--- src/rtl/niu_sii_dma_req_tx.sv ---
// NIU-to-SII inbound DMA request transmitter: sequences headers and write payload
// beats, tracks SII ordered/bypass queue credits and generates per-lane parity.
module niu_sii_dma_req_tx #(
  parameter int OQ_CREDITS = 16,
  parameter int BQ_CREDITS = 16,
  parameter int CW         = 5
) (
  input  logic         iol2clk,
  input  logic         reset,
  input  logic         req_vld,
  output logic         req_rdy,
  input  logic         req_wr,
  input  logic         req_bypass,
  input  logic [15:0]  req_tag,
  input  logic [39:0]  req_pa,
  input  logic [15:0]  req_be,
  input  logic [511:0] req_data,
  input  logic         sii_niu_oqdq,
  input  logic         sii_niu_bqdq,
  output logic         niu_sii_hdr_vld,
  output logic         niu_sii_reqbypass,
  output logic         niu_sii_datareq,
  output logic         niu_sii_datareq16,
  output logic [127:0] niu_sii_data,
  output logic [7:0]   niu_sii_parity,
  output logic [15:0]  niu_sii_be,
  output logic         credit_err
);

  typedef enum logic [1:0] {
    ST_IDLE = 2'd0,
    ST_HDR  = 2'd1,
    ST_PAY  = 2'd2
  } state_t;

  localparam logic [CW-1:0] OQ_MAX  = CW'(OQ_CREDITS);
  localparam logic [CW-1:0] BQ_MAX  = CW'(BQ_CREDITS);
  localparam logic [CW-1:0] CNT_ONE = CW'(1);
  localparam logic [CW-1:0] CNT_ZERO = CW'(0);

  state_t         state_r, state_nxt_s;
  logic [1:0]     beat_r, beat_nxt_s;
  logic [CW-1:0]  oq_cnt_r, bq_cnt_r;
  logic           wr_r;
  logic [511:0]   data_r;
  logic           credit_ok_s, window_s, accept_s;
  logic           oq_dec_s, bq_dec_s, oq_ovf_s, bq_ovf_s;
  logic           hdr_vld_nxt_s, reqbypass_nxt_s, datareq_nxt_s;
  logic [15:0]    be_nxt_s;
  logic [127:0]   data_nxt_s;
  logic           hdr_vld_r, reqbypass_r, datareq_r, credit_err_r;
  logic [15:0]    be_r;
  logic [127:0]   data_r_out;
  logic [7:0]     parity_r;

  // Even parity over each 16-bit lane of a 128-bit beat
  function automatic logic [7:0] lane_parity(input logic [127:0] d);
    logic [7:0] p;
    for (int i = 0; i < 8; i++) begin
      p[i] = ^d[16*i +: 16];
    end
    return p;
  endfunction

  // Acceptance window: credit for the requested queue and a free slot in the sequence
  always_comb begin
    credit_ok_s = req_bypass ? (bq_cnt_r != CNT_ZERO) : (oq_cnt_r != CNT_ZERO);
    case (state_r)
      ST_IDLE: window_s = 1'b1;
      ST_HDR:  window_s = ~wr_r;
      ST_PAY:  window_s = (beat_r == 2'd3);
      default: window_s = 1'b0;
    endcase
    req_rdy  = ~reset & credit_ok_s & window_s;
    accept_s = req_vld & req_rdy;
    oq_dec_s = accept_s & ~req_bypass;
    bq_dec_s = accept_s & req_bypass;
    oq_ovf_s = sii_niu_oqdq & ~oq_dec_s & (oq_cnt_r == OQ_MAX);
    bq_ovf_s = sii_niu_bqdq & ~bq_dec_s & (bq_cnt_r == BQ_MAX);
  end

  // Next state and next registered SII outputs; a new header always wins
  always_comb begin
    state_nxt_s     = ST_IDLE;
    beat_nxt_s      = 2'd0;
    hdr_vld_nxt_s   = 1'b0;
    reqbypass_nxt_s = 1'b0;
    datareq_nxt_s   = 1'b0;
    be_nxt_s        = 16'd0;
    data_nxt_s      = 128'd0;
    if (accept_s) begin
      state_nxt_s     = ST_HDR;
      hdr_vld_nxt_s   = 1'b1;
      reqbypass_nxt_s = req_bypass;
      datareq_nxt_s   = req_wr;
      be_nxt_s        = req_be;
      data_nxt_s      = {48'd0, req_tag, 24'd0, req_pa};
    end else begin
      case (state_r)
        ST_HDR: begin
          if (wr_r) begin
            state_nxt_s = ST_PAY;
            beat_nxt_s  = 2'd0;
            data_nxt_s  = data_r[127:0];
          end else begin
            state_nxt_s = ST_IDLE;
          end
        end
        ST_PAY: begin
          if (beat_r != 2'd3) begin
            state_nxt_s = ST_PAY;
            beat_nxt_s  = beat_r + 2'd1;
            data_nxt_s  = data_r[{beat_nxt_s, 7'd0} +: 128];
          end else begin
            state_nxt_s = ST_IDLE;
          end
        end
        default: state_nxt_s = ST_IDLE;
      endcase
    end
  end

  // Sequencer state, captured request and registered SII outputs
  always_ff @(posedge iol2clk) begin
    if (reset) begin
      state_r     <= ST_IDLE;
      beat_r      <= 2'd0;
      wr_r        <= 1'b0;
      data_r      <= 512'd0;
      hdr_vld_r   <= 1'b0;
      reqbypass_r <= 1'b0;
      datareq_r   <= 1'b0;
      be_r        <= 16'd0;
      data_r_out  <= 128'd0;
      parity_r    <= 8'd0;
    end else begin
      state_r     <= state_nxt_s;
      beat_r      <= beat_nxt_s;
      hdr_vld_r   <= hdr_vld_nxt_s;
      reqbypass_r <= reqbypass_nxt_s;
      datareq_r   <= datareq_nxt_s;
      be_r        <= be_nxt_s;
      data_r_out  <= data_nxt_s;
      parity_r    <= lane_parity(data_nxt_s);
      if (accept_s) begin
        wr_r   <= req_wr;
        data_r <= req_data;
      end
    end
  end

  // Queue credits: take on accept, return on dequeue, saturate and flag on overflow
  always_ff @(posedge iol2clk) begin
    if (reset) begin
      oq_cnt_r     <= OQ_MAX;
      bq_cnt_r     <= BQ_MAX;
      credit_err_r <= 1'b0;
    end else begin
      credit_err_r <= credit_err_r | oq_ovf_s | bq_ovf_s;
      if (oq_dec_s && !sii_niu_oqdq) begin
        oq_cnt_r <= oq_cnt_r - CNT_ONE;
      end else if (!oq_dec_s && sii_niu_oqdq && !oq_ovf_s) begin
        oq_cnt_r <= oq_cnt_r + CNT_ONE;
      end
      if (bq_dec_s && !sii_niu_bqdq) begin
        bq_cnt_r <= bq_cnt_r - CNT_ONE;
      end else if (!bq_dec_s && sii_niu_bqdq && !bq_ovf_s) begin
        bq_cnt_r <= bq_cnt_r + CNT_ONE;
      end
    end
  end

  assign niu_sii_hdr_vld   = hdr_vld_r;
  assign niu_sii_reqbypass = reqbypass_r;
  assign niu_sii_datareq   = datareq_r;
  assign niu_sii_datareq16 = 1'b0;
  assign niu_sii_data      = data_r_out;
  assign niu_sii_parity    = parity_r;
  assign niu_sii_be        = be_r;
  assign credit_err        = credit_err_r;

endmodule

--- config.mk ---
export PLATFORM = sky130hd
export DESIGN_NAME = niu_sii_dma_req_tx
export DESIGN_NICKNAME = d
export VERILOG_FILES = /design/src/rtl/niu_sii_dma_req_tx.sv
export SDC_FILE = /design/constraint.sdc
export NUM_CORES = 2
export LEC_CHECK = 0
export BUFFER_PORTS_ARGS = -buffer_cell sky130_fd_sc_hd__buf_2
export CORE_AREA = 3 3 294 296
export CTS_BUF_LIST = sky130_fd_sc_hd__clkbuf_2
export DETAILED_ROUTE_END_ITERATION = 6
export DIE_AREA = 0 0 297 299
export GPL_ROUTABILITY_DRIVEN = 0
export SLEW_MARGIN = 10
export SYNTH_ARGS = -nofsm -noshare
export SYNTH_HDL_FRONTEND = slang
export SYNTH_SLANG_ARGS = --single-unit
--- constraint.sdc ---
create_clock -name iol2clk -period 9.3 [get_ports iol2clk]
set_input_delay 0.465 -clock iol2clk [delete_from_list [all_inputs] [get_ports iol2clk]]
set_output_delay 0.465 -clock iol2clk [all_outputs]
set_load 0.005 [all_outputs]
==> results of run 1 <==
[stage by stage]
| step | util [%] | std cells | setup WS [ns] | hold WS (ns) | cell area [um2] |
|---|---|---|---|---|---|
| 3_3_place_gp | 42.16 | 5521 | 4.259 | 0.4403 | 35340 |
| 2_1_floorplan | - | 3930 | 6.218 | 0.4318 | 31310 |
| 3_5_place_dp | 42.16 | 5521 | 4.237 | 0.4454 | 35340 |
[cells in the mapped netlist, types with 14 or more instances]
| library cell | count |
|---|---|
| a21o_1 | 23 |
| o22a_1 | 20 |
| a222oi_1 | 14 |
| a22oi_1 | 60 |
| a211oi_1 | 30 |
| xnor2_1 | 79 |
| xor2_1 | 15 |
| buf_2 | 87 |
| nand2_1 | 1215 |
| buf_4 | 14 |
| o21ai_0 | 567 |
| nor2_1 | 103 |
| a22o_1 | 29 |
| and2_1 | 42 |
| a21oi_1 | 267 |
| mux2i_1 | 90 |
| o32ai_1 | 21 |
| o221ai_1 | 31 |
| nor2b_1 | 17 |
| mux4_2 | 52 |
| nand3_1 | 61 |
| clkbuf_1 | 195 |
| dfxtp_1 | 682 |
| o2bb2ai_1 | 41 |
[logic make-up after synthesis]
family / count (synthesis)
AND/OR/NAND/NOR: 1478
AO/OA/AOI/OAI: 1172
flip-flops: 682
buffers and inverters: 336
multiplexers: 150
XOR/XNOR: 102
adder cells (fa/ha/maj): 9
other: 1
==> flow_summary_export.csv, run 1 <==
group,metric,value,unit
synthesis,syn_area,0.03131,mm2
floorplan,die_x,297,um
synthesis,synthArstFlopShare,0,%
synthesis,synth_top_family_by_area,"compound AO/OA/AOI/OAI gates",
synthesis,synth_compound_area_share,22.21,%
synthesis,synth_edf_count,0,
floorplan,start_util,37.35,%
placement,numPortBuffers,747,
synthesis,ys_seq_area_share,43.61,%
clocking,cts_buffers,186,
synthesis,synthDistinctLibCells,66,
synthesis,synth_fp_nets,4530,
clocking,post_cts_buffers,0,
synthesis,synth-simple-area-share,18.83,%
clocking,cts_sinks,682,
synthesis,synth-adder-area-share,0.3597,%
placement,hpwl,83340,um
synthesis,synth_area_leaders,"dfxtp_1 (44%), nand2_1 (15%), o21ai_0 (9.1%), a21oi_1 (4.3%), mux4_2 (3.7%)",
synthesis,synthDominantCellAreaShare,43.61,%
synthesis,avgSynthCellArea,7.966,um2
run_status,failing_step,"clock tree synthesis (4_1_cts)",
clocking,cts_resized,0,
clocking,htree_levels,4,
floorplan,rows,106,
synthesis,synth_xor_area_share,3.205,%
synthesis,synth_ff_type,"dfxtp_1",
synthesis,yosysWarningCount,0,
synthesis,synth_top_cell_by_area,"dfxtp_1",
run_status,status,"stopped before the end",
clocking,clock_path_buffers,3,
synthesis,synthMuxAreaShare,6.906,%
run_status,firstError,"[ERROR RSZ-0060] Max buffer count reached.",
floorplan,io_pins,749,
synthesis,synth_cells,3930,
clocking,root_buffer,"clkbuf_2",
floorplan,dieHeight,299,um
clocking,hold_buffers,1169,
synthesis,synth_seq_cells,682,
==> run 2, diff against run 1 <==
- CORE_AREA: 3 3 294 296 -> 3 3 293 295
- CTS_BUF_LIST: sky130_fd_sc_hd__clkbuf_2 -> default
- DIE_AREA: 0 0 297 299 -> 0 0 296 298
- PLACE_DENSITY_LB_ADDON: default -> 0.15
==> flow_summary_export.csv, run 2 <==
group,metric,value,unit
worst_setup_path,rr_startpoint,"beat_r[0]",
layout,drive_gt1_share,21.65,%
floorplan,start_util,37.53,%
worst_setup_path,r2r_setup_slack,3.91,ns
timing,clock.fmax,0.1855,GHz
synthesis,synth_seq_cells,682,
detailed_routing,drt-total-wl,121200,um
timing,rsz0062_at_grt,"no",
layout,layout_commonest_cell,"nand2_1",
worst_setup_path,r2r_end,"niu_sii_parity[4]",
run_status,status,"complete, no violations",
timing,fin_ws,3.909,ns
synthesis,syn_area,0.03131,mm2
synthesis,yosysWarningCount,0,
power_and_ir_drop,power_density,189.3,mW/mm2
detailed_routing,post-route-drc-count,0,
synthesis,avgSynthCellArea,7.966,um2
timing,worst_slew_pin_slew,1.191,ns
floorplan,core_area,0.08342,mm2
grt,grt_pass1_vias,28660,
floorplan,die_x,296,um
clocking,clock_path_buffers,3,
clocking,root_buffer,"clkbuf_16",
clocking,cts_resized,0,
worst_setup_path,arrival,5.89,ns
timing,setup_viol,0,
layout,nets,5081,
timing,tns,0,ns
synthesis,synthDominantCellAreaShare,43.61,%
clocking,cts_sinks,682,
floorplan,rows,106,
worst_setup_path,rr_worst_depth,12,
hold_path,min-delay-start,"req_data[159]",
grt,grt_pass1_wl,177900,um
clocking,tritoncts,"yes",
power_and_ir_drop,leakagePower,14.82,nW
synthesis,ys_seq_area_share,43.61,%
floorplan,dieArea,0.08821,mm2
synthesis,synth_ff_type,"dfxtp_1",
layout,largest_register_ffs,512,
job,drv_cap,0,
detailed_routing,firstDrtPassIters,6,
synthesis,synth_fp_nets,4530,
detailed_routing,viasPerCell,5.342,
clocking,cts_buffers,77,
grt,grt_max_degree,272,
power_and_ir_drop,power.total,0.007208,W
synthesis,synthArstFlopShare,0,%
hold_path,hold_depth,3,
layout,area_delta_synth_final,21.60,%
hold_path,hold_path_class,"in -> reg",
grt,grt_usage,26.31,%
layout,top_register,"data_r",
floorplan,dieHeight,298,um
hold_path,whs_endpoint,"data_r[159]",
timing,drv_slew,0,
placement,place_ws,3.902,ns
worst_setup_path,cp_max_fo,54,
detailed_routing,num_vias,30130,
layout,final_cell_mix,"nand2_1 (1214), buf_2 (746), dfxtp_1 (681), o21ai_0 (567), a21oi_1 (267)",
detailed_routing,drt_iter0_markers,2586,
timing,min_period,5.391,ns
synthesis,synth_cells,3930,
timing,fin_worst_skew,0.02697,ns
placement,hpwl,84760,um
layout,final_util,45.63,%
layout,stdcell_area,0.03807,mm2
synthesis,synth_common_cells,"nand2_1 (1215), dfxtp_1 (682), o21ai_0 (567)",
synthesis,synth_top_cell_by_area,"dfxtp_1",
synthesis,synth_area_leaders,"dfxtp_1 (44%), nand2_1 (15%), o21ai_0 (9.1%), a21oi_1 (4.3%), mux4_2 (3.7%)",
detailed_routing,antenna_left,0,
worst_setup_path,critPathLaunchType,"flop",
timing,hold_violations,0,
timing,final.period_utilization,57.97,%
power_and_ir_drop,peakVddDrop,114.2,uV
clocking,clkSlewWorstSetupHoldPaths,0.06,ns
layout,n_fill_cell,8461,
placement,placedInstanceArea,0.03530,mm2
synthesis,synthMostInstantiatedCell,"nand2_1",
clocking,htree_levels,3,
worst_setup_path,cp-end-kind,"flop",
timing,slew_headroom,20.49,%
synthesis,synthDistinctLibCells,66,
floorplan,io_pins,749,
placement,numPortBuffers,747,
synthesis,synth_edf_count,0,
grt,globalRouteOverflowTotal,0,
detailed_routing,wl_per_cell,21.49,um
grt,antenna_found_initial,29,
worst_setup_path,crit_required,9.80,ns
clocking,clk_latency,0.63,ns
worst_setup_path,setup.worst_path.class,"reg -> reg",
run 2: per-stage QoR:
step	hold WS, ns	std cells
finish	0.03435	5641
global route	0.01552	5636
CTS	0.0002007	5621
detailed placement	0.4448	5467
global placement	0.4404	5467
floorplan	0.4318	3930
run 2: how the worst max path moves through the flow:
stage / start / to / slack [ns] / depth (start not counted)
detailed placement: beat_r[0] / niu_sii_parity[4] / 3.90 / 12
floorplan: state_r[0] / bq_cnt_r[4] / 6.22 / 15
CTS: beat_r[0] / niu_sii_parity[4] / 3.91 / 12
global placement: beat_r[0] / niu_sii_parity[4] / 3.99 / 12
finish: beat_r[0] / niu_sii_parity[4] / 3.91 / 12
global route: beat_r[0] / niu_sii_parity[4] / 3.53 / 12
run 2: cells by family after synthesis:
family	synth area share, %
simple gates	18.83
compound gates	22.21
flops	43.61
buf+inv	4.868
mux	6.906
xor+xnor	3.205
fa+ha+maj	0.3597
other cells	0.01198
run 2: final cells by class:
| class | count | area (um2) | area share (%) |
|---|---|---|---|
| diodes | 20 | 50.05 | 0.1315 |
| clock buffers | 112 | 2261 | 5.939 |
| clock inverters | 27 | 311.5 | 0.8184 |
| inverters | 15 | 71.32 | 0.1873 |
| multi-input cells | 2912 | 16190 | 42.52 |
| flip-flops and latches | 682 | 13660 | 35.87 |
| well taps | 1080 | 1351 | 3.550 |
| repair buffers | 793 | 4178 | 10.97 |
run 2: repair_timing:
action                    CTS  global route
hold buffers               15             0
setup buffers               0             0
hold endpoints to repair   15             0
run 2: routing by layer:
layer / vias to the layer above / global-route usage, % / wire length (um)
met5: - / 0 / 112
met2: 1015 / 42.89 / 57010
li1: 14670 / - / -
met3: 210 / 4.532 / 7419
met1: 14220 / 34.64 / 52540
met4: 18 / 10.28 / 4117
run 2: power by group:
group | switching [W] | internal (W) | total, W
combinational | 0.000480 | 0.000325 | 0.000805
clock | 0.00129 | 0.00183 | 0.00312
sequential | 0.000157 | 0.00313 | 0.00328
run 2: worst max-delay path, cell delays in order (launching register included):
cell and delay [ns]:
dfxtp_4 0.92, ha_4 0.56, buf_4 0.81, buf_4 0.78, mux2i_1 0.31, nor2_1 0.06
a21oi_1 0.23, nor2_1 0.08, a2111oi_0 0.56, xnor3_1 0.30, a21oi_1 0.08, nand2b_1 0.17
o2111a_1 0.24
No activity file was read; power rests on OpenSTA's default activity.
